## src/rtl/mips_mc_control_if.sv

```systemverilog
// rtl/mips_mc_control_if.sv - control/datapath bundle for the multicycle MIPS controller
interface mips_mc_control_if;
  logic [5:0] Op;
  logic [5:0] Funct;
  logic       Zero;
  logic [3:0] ALUctl;
  logic       ALUSrcA;
  logic [1:0] ALUSrcB;
  logic [1:0] PCSource;
  logic       PCWrite;
  logic       IorD;
  logic       MemRead;
  logic       MemWrite;
  logic       IRWrite;
  logic       MemtoReg;
  logic       RegDst;
  logic       RegWrite;
  logic [3:0] State;

  modport master (
    input  Op, Funct, Zero,
    output ALUctl, ALUSrcA, ALUSrcB, PCSource, PCWrite, IorD,
           MemRead, MemWrite, IRWrite, MemtoReg, RegDst, RegWrite, State
  );

  modport slave (
    output Op, Funct, Zero,
    input  ALUctl, ALUSrcA, ALUSrcB, PCSource, PCWrite, IorD,
           MemRead, MemWrite, IRWrite, MemtoReg, RegDst, RegWrite, State
  );
endinterface

```

## src/rtl/mips_mc_control.sv

```systemverilog
// rtl/mips_mc_control.sv - multicycle MIPS main-control FSM (Moore, one state register)
module mips_mc_control #(
  parameter logic [5:0] OP_RTYPE = 6'h00,
  parameter logic [5:0] OP_LW    = 6'h23,
  parameter logic [5:0] OP_SW    = 6'h2B,
  parameter logic [5:0] OP_BEQ   = 6'h04,
  parameter logic [5:0] OP_ADDI  = 6'h08,
  parameter logic [5:0] OP_J     = 6'h02
) (
  input  logic              clk,
  input  logic              reset,
  mips_mc_control_if.master bus
);

  localparam logic [3:0] ALU_AND = 4'd0;
  localparam logic [3:0] ALU_OR  = 4'd1;
  localparam logic [3:0] ALU_ADD = 4'd2;
  localparam logic [3:0] ALU_SUB = 4'd6;
  localparam logic [3:0] ALU_SLT = 4'd7;
  localparam logic [3:0] ALU_NOR = 4'd12;

  typedef enum logic [3:0] {
    FETCH   = 4'd0,
    DECODE  = 4'd1,
    MEMADR  = 4'd2,
    MEMRD   = 4'd3,
    MEMWB   = 4'd4,
    MEMWR   = 4'd5,
    EXEC    = 4'd6,
    RTYPEWB = 4'd7,
    BEQ     = 4'd8,
    ADDIEX  = 4'd9,
    ADDIWB  = 4'd10,
    JUMP    = 4'd11
  } state_t;

  state_t state;
  state_t state_next;

  logic [3:0] funct_ctl;
  logic       funct_ok;

  logic [3:0] alu_ctl;
  logic       alu_src_a;
  logic [1:0] alu_src_b;
  logic [1:0] pc_source;
  logic       pcw_uncond;
  logic       pcw_cond;
  logic       iord;
  logic       mem_read;
  logic       mem_write;
  logic       ir_write;
  logic       mem_to_reg;
  logic       reg_dst;
  logic       reg_write;

  always_ff @(posedge clk or posedge reset) begin
    if (reset) state <= FETCH;
    else       state <= state_next;
  end

  // Unsupported Funct codes execute as ADD but must not write the register file.
  always_comb begin
    funct_ctl = ALU_ADD;
    funct_ok  = 1'b1;
    case (bus.Funct)
      6'h24:   funct_ctl = ALU_AND;
      6'h25:   funct_ctl = ALU_OR;
      6'h20:   funct_ctl = ALU_ADD;
      6'h22:   funct_ctl = ALU_SUB;
      6'h2A:   funct_ctl = ALU_SLT;
      6'h27:   funct_ctl = ALU_NOR;
      default: funct_ok  = 1'b0;
    endcase
  end

  always_comb begin
    state_next = FETCH;
    case (state)
      FETCH:  state_next = DECODE;
      DECODE: begin
        case (bus.Op)
          OP_LW, OP_SW: state_next = MEMADR;
          OP_RTYPE:     state_next = EXEC;
          OP_BEQ:       state_next = BEQ;
          OP_ADDI:      state_next = ADDIEX;
          OP_J:         state_next = JUMP;
          default:      state_next = FETCH;
        endcase
      end
      MEMADR: begin
        if (bus.Op == OP_LW)      state_next = MEMRD;
        else if (bus.Op == OP_SW) state_next = MEMWR;
        else                      state_next = FETCH;
      end
      MEMRD:   state_next = MEMWB;
      EXEC:    state_next = RTYPEWB;
      ADDIEX:  state_next = ADDIWB;
      default: state_next = FETCH;
    endcase
  end

  always_comb begin
    alu_ctl    = ALU_ADD;
    alu_src_a  = 1'b0;
    alu_src_b  = 2'd0;
    pc_source  = 2'd0;
    pcw_uncond = 1'b0;
    pcw_cond   = 1'b0;
    iord       = 1'b0;
    mem_read   = 1'b0;
    mem_write  = 1'b0;
    ir_write   = 1'b0;
    mem_to_reg = 1'b0;
    reg_dst    = 1'b0;
    reg_write  = 1'b0;
    case (state)
      FETCH: begin
        mem_read   = 1'b1;
        ir_write   = 1'b1;
        alu_src_b  = 2'd1;
        pcw_uncond = 1'b1;
      end
      DECODE: alu_src_b = 2'd3;
      MEMADR: begin
        alu_src_a = 1'b1;
        alu_src_b = 2'd2;
      end
      MEMRD: begin
        mem_read = 1'b1;
        iord     = 1'b1;
      end
      MEMWB: begin
        reg_write  = 1'b1;
        mem_to_reg = 1'b1;
      end
      MEMWR: begin
        mem_write = 1'b1;
        iord      = 1'b1;
      end
      EXEC: begin
        alu_src_a = 1'b1;
        alu_ctl   = funct_ctl;
      end
      RTYPEWB: begin
        reg_dst   = 1'b1;
        reg_write = funct_ok;
      end
      BEQ: begin
        alu_src_a = 1'b1;
        alu_ctl   = ALU_SUB;
        pc_source = 2'd1;
        pcw_cond  = 1'b1;
      end
      ADDIEX: begin
        alu_src_a = 1'b1;
        alu_src_b = 2'd2;
      end
      ADDIWB: reg_write = 1'b1;
      JUMP: begin
        pc_source  = 2'd2;
        pcw_uncond = 1'b1;
      end
      default: ;
    endcase
  end

  // Enables are masked by reset directly so they drop without waiting for a clock edge.
  assign bus.PCWrite  = ~reset & (pcw_uncond | (pcw_cond & bus.Zero));
  assign bus.MemRead  = ~reset & mem_read;
  assign bus.MemWrite = ~reset & mem_write;
  assign bus.IRWrite  = ~reset & ir_write;
  assign bus.RegWrite = ~reset & reg_write;

  assign bus.ALUctl   = alu_ctl;
  assign bus.ALUSrcA  = alu_src_a;
  assign bus.ALUSrcB  = alu_src_b;
  assign bus.PCSource = pc_source;
  assign bus.IorD     = iord;
  assign bus.MemtoReg = mem_to_reg;
  assign bus.RegDst   = reg_dst;
  assign bus.State    = state;

endmodule

```

## src/flat_wrapper.sv

```systemverilog
// flat-port wrapper written by rule: the top's interface ports become plain ports
module mips_mc_control_flat 
#(
  parameter logic [5:0] OP_RTYPE = 6'h00,
  parameter logic [5:0] OP_LW    = 6'h23,
  parameter logic [5:0] OP_SW    = 6'h2B,
  parameter logic [5:0] OP_BEQ   = 6'h04,
  parameter logic [5:0] OP_ADDI  = 6'h08,
  parameter logic [5:0] OP_J     = 6'h02
)
  (clk, reset, bus_Op, bus_Funct, bus_Zero, bus_ALUctl, bus_ALUSrcA, bus_ALUSrcB, bus_PCSource, bus_PCWrite, bus_IorD, bus_MemRead, bus_MemWrite, bus_IRWrite, bus_MemtoReg, bus_RegDst, bus_RegWrite, bus_State);
  mips_mc_control_if bus_i ();
  input  logic clk;
  input  logic reset;
  input wire logic [$bits(bus_i.Op)-1:0] bus_Op;
  input wire logic [$bits(bus_i.Funct)-1:0] bus_Funct;
  input wire logic [$bits(bus_i.Zero)-1:0] bus_Zero;
  output wire logic [$bits(bus_i.ALUctl)-1:0] bus_ALUctl;
  output wire logic [$bits(bus_i.ALUSrcA)-1:0] bus_ALUSrcA;
  output wire logic [$bits(bus_i.ALUSrcB)-1:0] bus_ALUSrcB;
  output wire logic [$bits(bus_i.PCSource)-1:0] bus_PCSource;
  output wire logic [$bits(bus_i.PCWrite)-1:0] bus_PCWrite;
  output wire logic [$bits(bus_i.IorD)-1:0] bus_IorD;
  output wire logic [$bits(bus_i.MemRead)-1:0] bus_MemRead;
  output wire logic [$bits(bus_i.MemWrite)-1:0] bus_MemWrite;
  output wire logic [$bits(bus_i.IRWrite)-1:0] bus_IRWrite;
  output wire logic [$bits(bus_i.MemtoReg)-1:0] bus_MemtoReg;
  output wire logic [$bits(bus_i.RegDst)-1:0] bus_RegDst;
  output wire logic [$bits(bus_i.RegWrite)-1:0] bus_RegWrite;
  output wire logic [$bits(bus_i.State)-1:0] bus_State;
  assign bus_i.Op = bus_Op;
  assign bus_i.Funct = bus_Funct;
  assign bus_i.Zero = bus_Zero;
  assign bus_ALUctl = bus_i.ALUctl;
  assign bus_ALUSrcA = bus_i.ALUSrcA;
  assign bus_ALUSrcB = bus_i.ALUSrcB;
  assign bus_PCSource = bus_i.PCSource;
  assign bus_PCWrite = bus_i.PCWrite;
  assign bus_IorD = bus_i.IorD;
  assign bus_MemRead = bus_i.MemRead;
  assign bus_MemWrite = bus_i.MemWrite;
  assign bus_IRWrite = bus_i.IRWrite;
  assign bus_MemtoReg = bus_i.MemtoReg;
  assign bus_RegDst = bus_i.RegDst;
  assign bus_RegWrite = bus_i.RegWrite;
  assign bus_State = bus_i.State;
  mips_mc_control #(.OP_RTYPE(OP_RTYPE), .OP_LW(OP_LW), .OP_SW(OP_SW), .OP_BEQ(OP_BEQ), .OP_ADDI(OP_ADDI), .OP_J(OP_J)) u_core (.clk(clk), .reset(reset), .bus(bus_i));
endmodule
```

## config.mk

```make
export PLATFORM = sky130hd
export DESIGN_NAME = mips_mc_control_flat
export DESIGN_NICKNAME = d
export VERILOG_FILES = /design/src/rtl/mips_mc_control_if.sv /design/src/rtl/mips_mc_control.sv /design/src/flat_wrapper.sv
export SDC_FILE = /design/constraint.sdc
export NUM_CORES = 1
export LEC_CHECK = 0
export BUFFER_PORTS_ARGS = -buffer_cell sky130_fd_sc_hd__buf_2
export CAP_MARGIN = 20
export CORE_MARGIN = 1.5
export CORE_UTILIZATION = 38
export CTS_BUF_LIST = sky130_fd_sc_hd__clkbuf_4 sky130_fd_sc_hd__clkbuf_8 sky130_fd_sc_hd__clkbuf_16
export CTS_CLUSTER_SIZE = 10
export DETAILED_ROUTE_END_ITERATION = 10
export PLACE_DENSITY = 0.74
export SLEW_MARGIN = 20
export SYNTH_ARGS = -nofsm -noshare
export SYNTH_HDL_FRONTEND = slang
export SYNTH_SLANG_ARGS = --single-unit
```

## constraint.sdc

```tcl
create_clock -name clk -period 1.3 [get_ports clk]
set_input_delay 0.26 -clock clk [delete_from_list [all_inputs] [get_ports clk]]
set_output_delay 0.26 -clock clk [all_outputs]
set_load 0.005 [all_outputs]
```

* Word-level counts from Yosys, hierarchy flattened
Cells that the tools add are included.
** Storage, ports and cells
- Bits of input ports :: 15
- Word-level logic and storage cells :: 60
- Output and inout bits :: 21
- Flip-flop bits (word level) :: 4
** Operators by class
- Bitwise gates (word level) :: 8
- Reduce and logical (&&, ||, !) cells :: 10
- Equal/unequal tests :: 22
- Mux-type cells :: 19
** Operator list (number)
- equality test 6 bit (second input constant) :: 8
- case mux 4 bit (5 select lines) :: 2
- case mux 4 bit (6 select lines) :: 1
- equality test 4 x 3 -> 1 bit (second input constant) :: 4
- equality test 4 bit (second input constant) :: 4
- OR reduction 2 bit :: 6
- two-way mux 1 bit :: 10
- equality test 4 x 2 -> 1 bit (second input constant) :: 2
- case mux 4 bit (2 select lines) :: 1
- AND 1 bit :: 6
- equality test 6 x 2 -> 1 bit (second input constant) :: 1
- equality test 6 x 3 -> 1 bit (second input constant) :: 1
- equality test 6 x 4 -> 1 bit (second input constant) :: 1
- logical NOT 6 bit :: 1
- case mux 2 bit (3 select lines) :: 1
- OR reduction 6 bit :: 1
- equality test 4 x 1 -> 1 bit (second input constant) :: 1
- logical NOT 4 bit :: 1
- two-way mux 4 bit :: 1
- case mux 2 bit (2 select lines) :: 1
- OR reduction 4 bit :: 1
- two-way mux 3 bit :: 1
- case mux 1 bit (2 select lines) :: 1
- inverter 1 bit :: 1
- OR 1 bit :: 1

* Depth between registers and ports, before layout
- Depth in word-level cells :: 5
- Gate-level depth with buffers :: 4
- Gate-level depth less buffers :: 3

* Least setup slack after synthesis
Ideal clock, no wire load.
- Kind :: register to output
- From :: reg u_core.state[1] (netlist: u_core.bus.State[1])
- To :: out bus_PCWrite
- Buffers on the path :: 1
- Arrival :: 1.124 ns
- Setup slack :: -0.084 ns
- Data required time :: 1.040 ns
- Stages on the path, launching flop included :: 5
- Cells stage by stage :: dfrtp_1 > buf_6 > or2_4 > o21bai_1 > a211oi_2
** Between the ends
- Longest elaborated chain between the ends :: 5
- Elaborated cells between the ends (all ways) :: 9
- Those cells by class :: eq/ne (2); mux (2); bitwise (3); reduce/logical (2)
** Ends and longest elaborated chain
- from (decl) :: line mips_mc_control.sv:37 : state_t state;
- from (signal assigned) :: line mips_mc_control.sv:59 : else state <= state_next;
- equality test 4 bit / logical NOT 4 bit (equally long branches) :: line mips_mc_control.sv:117 : case (state)
- OR reduction 2 bit (no line) / two-way mux 1 bit (equally long branches)
- two-way mux 1 bit / AND 1 bit (equally long branches) :: line mips_mc_control.sv:117, mips_mc_control.sv:169
- OR 1 bit (*) :: line mips_mc_control.sv:169 : assign bus.PCWrite = ~reset & (pcw_uncond | (pcw_cond & bus.Zero));
- AND 1 bit (*) :: line mips_mc_control.sv:169
- to (decl) :: line flat_wrapper.sv:22 : output wire logic [$bits(bus_i.PCWrite)-1:0] bus_PCWrite;
Mark *: on every way between the ends. The rest lies on a longest branch, timed or not.

* Worst setup path in the final report
Same ends and word-level chain as after synthesis.

==> results.md <==
* I/O pins at 36
* Post-Syn Instances at 76
* Antenna Cells at 0
* Vias at 792
* Slowest CP cell: dfrtp_1
* PD cells at 1180 nW/µm²
* Top post-synthesis cells by area: dfrtp_1, nand2b_1, nor2_1
* Vias in the first global route at 726
* Synth Warn # at 0
* Clock power share at 15.6%
* # fillers at 106
* Average wire per standard cell at 12.0 µm
* Largest delay contributor family on the critical path: flip-flops
* Top post-synthesis cells by count: nor2_1, nand2_1, nand2b_1, nand3_1, o21ai_0
* Worst r2r src: u_core.bus.State[3]$_DFF_PP0_
* Crit Reg-Reg Endpoint: u_core.bus.State[2]$_DFF_PP0_
* Share of post-route cells with drive strength above 1 at 61.5%
* Initial antenna violation count at 0
* Vias per inst at 5.25
* Die ar. at 1800 µm²
* TritonCTS Sinks at 4
* Violated checks: negative setup slack
* Dpl hpwl at 1350 µm
* Non-filler cells, final at 151
* Crit path depth at 4
* Max Cap Viol at 0
* Combinational power share at 69.3%
* Final setup viols at 22
* VDD IR max at 1.01 mV
* Placer Congestion at 0.768
* Worst-Skew Late Latency at 0.24 ns
* Buf+Inv Stages, Crit Path at 1
* Max incr delay on CP at 0.41 ns
* Register area at 103 µm²
* Period utilisation layout at 127%
* Clock transition at the registers of the reported paths at 0.04 ns
* Post-Syn Nets at 91
* Worst hold stages at 2
* Final WS setup at -0.352 ns
* Reg-to-reg setup timing slack at -0.24 ns
* Clock skew at 0.000356 ns
* Tmin final at 1.65 ns
* Worst Setup Start Kind: register
* DRC errors left at 0
* Final net count at 151
* Largest net degree at the start of global routing at 9
* CTS max path bufs at 2
* Crit. End Element: output port
* Row cnt at 14
* Starting Density at 39.7%
* Seq/Total Area, Yosys at 16.9%
* Sw frac at 39.0%
* Worst Tran Pin Value at 0.321 ns
* Mapped cell area at 592 µm²
* Critical Path Start: u_core.bus.State[1]$_DFF_PP0_
* CTS Root Cell: clkbuf_4
* Status: finished with violations
* Critical Path RT at 1.04 ns
* First-pass iteration count of the detailed router at 4
* Asr flop ratio synth at 100%
* Seq pwr share at 15.2%
* Avg Inst Size Synth at 7.79 µm²
* Core area at 1490 µm²
* CTS Buf Count at 3
* Routed Wire Length at 1810 µm
* Leak Pwr at 0.526 nW
* Yosys reg bits at 4
* Worst path cell trace: or2_4, o21bai_1, a211oi_2, buf_2
* First-pass GRT wire length at 2880 µm
* Depth of the most critical reg-to-reg path at 5
* Total power at 1.24 mW
* Primary FF master, synth: dfrtp_1
* Final core occ at 70.4%
* CP endpoint: bus_PCWrite
* Internal at 757 µW
* Area grow syn2layout at 77.2%
* Psw at 485 µW
* CTS H-tree lvls at 1
* Placed insts at 140
* Distinct cells, synth at 38
* Routed Antenna Nets at 0
* CTS tree: built
* Worst Path Class, Setup: reg -> out
* Final hold viol count at 0
* Max FFs per register at 4
* Die H at 42.5 µm
* Total GRT Usage at 20.0%
* Slew HR at 78.4%
* RSZ-0062 raised after global routing: true
* Drt initial violations at 8
* Final slew viol count at 0
* # port buffers at 35
* CP arrival at 1.39 ns
* Total gr overflow at 0
* Yosys top cell area share at 16.9%
* Largest area contributor in the netlist: dfrtp_1
* Hold crit path type: in -> reg
* Most frequent cell after synthesis: nor2_1
* Achievable Freq at 0.605 GHz
* Area taken by multi-input logic gates at 498 µm²
* Crit path max fanout at 5
* Number of synthesized flops with an enable pin at 0
* Die W at 42.5 µm
layout make-up:
class	count	share of cell area, %
multi-input cells	64	47.5
repair buffers	59	36.5
flip-flops and latches	4	9.79
clock buffers	4	2.86
well taps	16	1.91
inverters	4	1.43
per-layer routing:
layer / wire [µm] / GRT usage [%]
met3: 101 / 4.31
met1: 709 / 21.6
met4: 25 / 5.00
met2: 976 / 38.5
met5: 0 / 0
worst register-to-register path, stage by stage (launching register included):
cell and delay, ns:
dfrtp_2 0.43, buf_4 0.15, buf_6 0.12, nor4_4 0.35, nand3_2 0.14, o311ai_2 0.24
how the worst min path moves through the flow:
stage / slack, ns / to / start
detailed placement: 0.22 / u_core.bus.State[3]$_DFF_PP0_ / reset
global route: 0.33 / u_core.bus.State[2]$_DFF_PP0_ / bus_Op[1]
global placement: 0.21 / u_core.bus.State[3]$_DFF_PP0_ / reset
floorplan: 0.03 / u_core.bus.State[0]$_DFF_PP0_ / reset
finish: 0.33 / u_core.bus.State[2]$_DFF_PP0_ / bus_Op[1]
CTS: 0.32 / u_core.bus.State[2]$_DFF_PP0_ / bus_Op[1]
kinds of logic after synthesis:
family / after synthesis / share of synthesized area [%]
multiplexers: 2 / 3.59
flip-flops: 4 / 16.9
AO/OA/AOI/OAI: 16 / 22.2
XOR/XNOR: 4 / 5.92
buffers and inverters: 8 / 8.46
AND/OR/NAND/NOR: 42 / 42.9
cells in the final DEF (no fill, tap or decap), types with 3 or more instances in the layout:
cell type  count
nand2_1        4
buf_2         34
clkbuf_4       4
nor2_1         5
nand3_1        5
buf_6          6
o21ai_0        4
buf_4         18
inv_1          3
nand2b_1       3
per-stage QoR:
stage / setup slack, ns / instance area [µm²] / TNS (ns) / hold WS (ns)
floorplan: -0.0844 / 607 / -0.142 / 0.0260
global placement: -0.114 / 895 / -0.826 / 0.214
detailed placement: -0.146 / 895 / -1.14 / 0.223
CTS: -0.345 / 988 / -4.64 / 0.323
global route: -0.437 / 1050 / -6.51 / 0.332
finish: -0.352 / 1050 / -4.94 / 0.330
power by group through the flow:
stage | sequential, mW | combinational [mW] | clock (mW)
finish | 0.188 | 0.860 | 0.193
global route | 0.193 | 0.928 | 0.211
CTS | 0.189 | 0.760 | 0.200
detailed placement | 0.200 | 0.683 | 0
global placement | 0.196 | 0.670 | 0
floorplan | 0.186 | 0.397 | 0
what timing repair did:
action	4_1_cts	5_1_grt
pin swaps	6	5
resized for setup	9	10
setup buffers	3	4
endpoints found under the setup margin	21	24
hold endpoints to repair	4	0
hold buffers	1	0
Power figures use the tool's default switching activity.
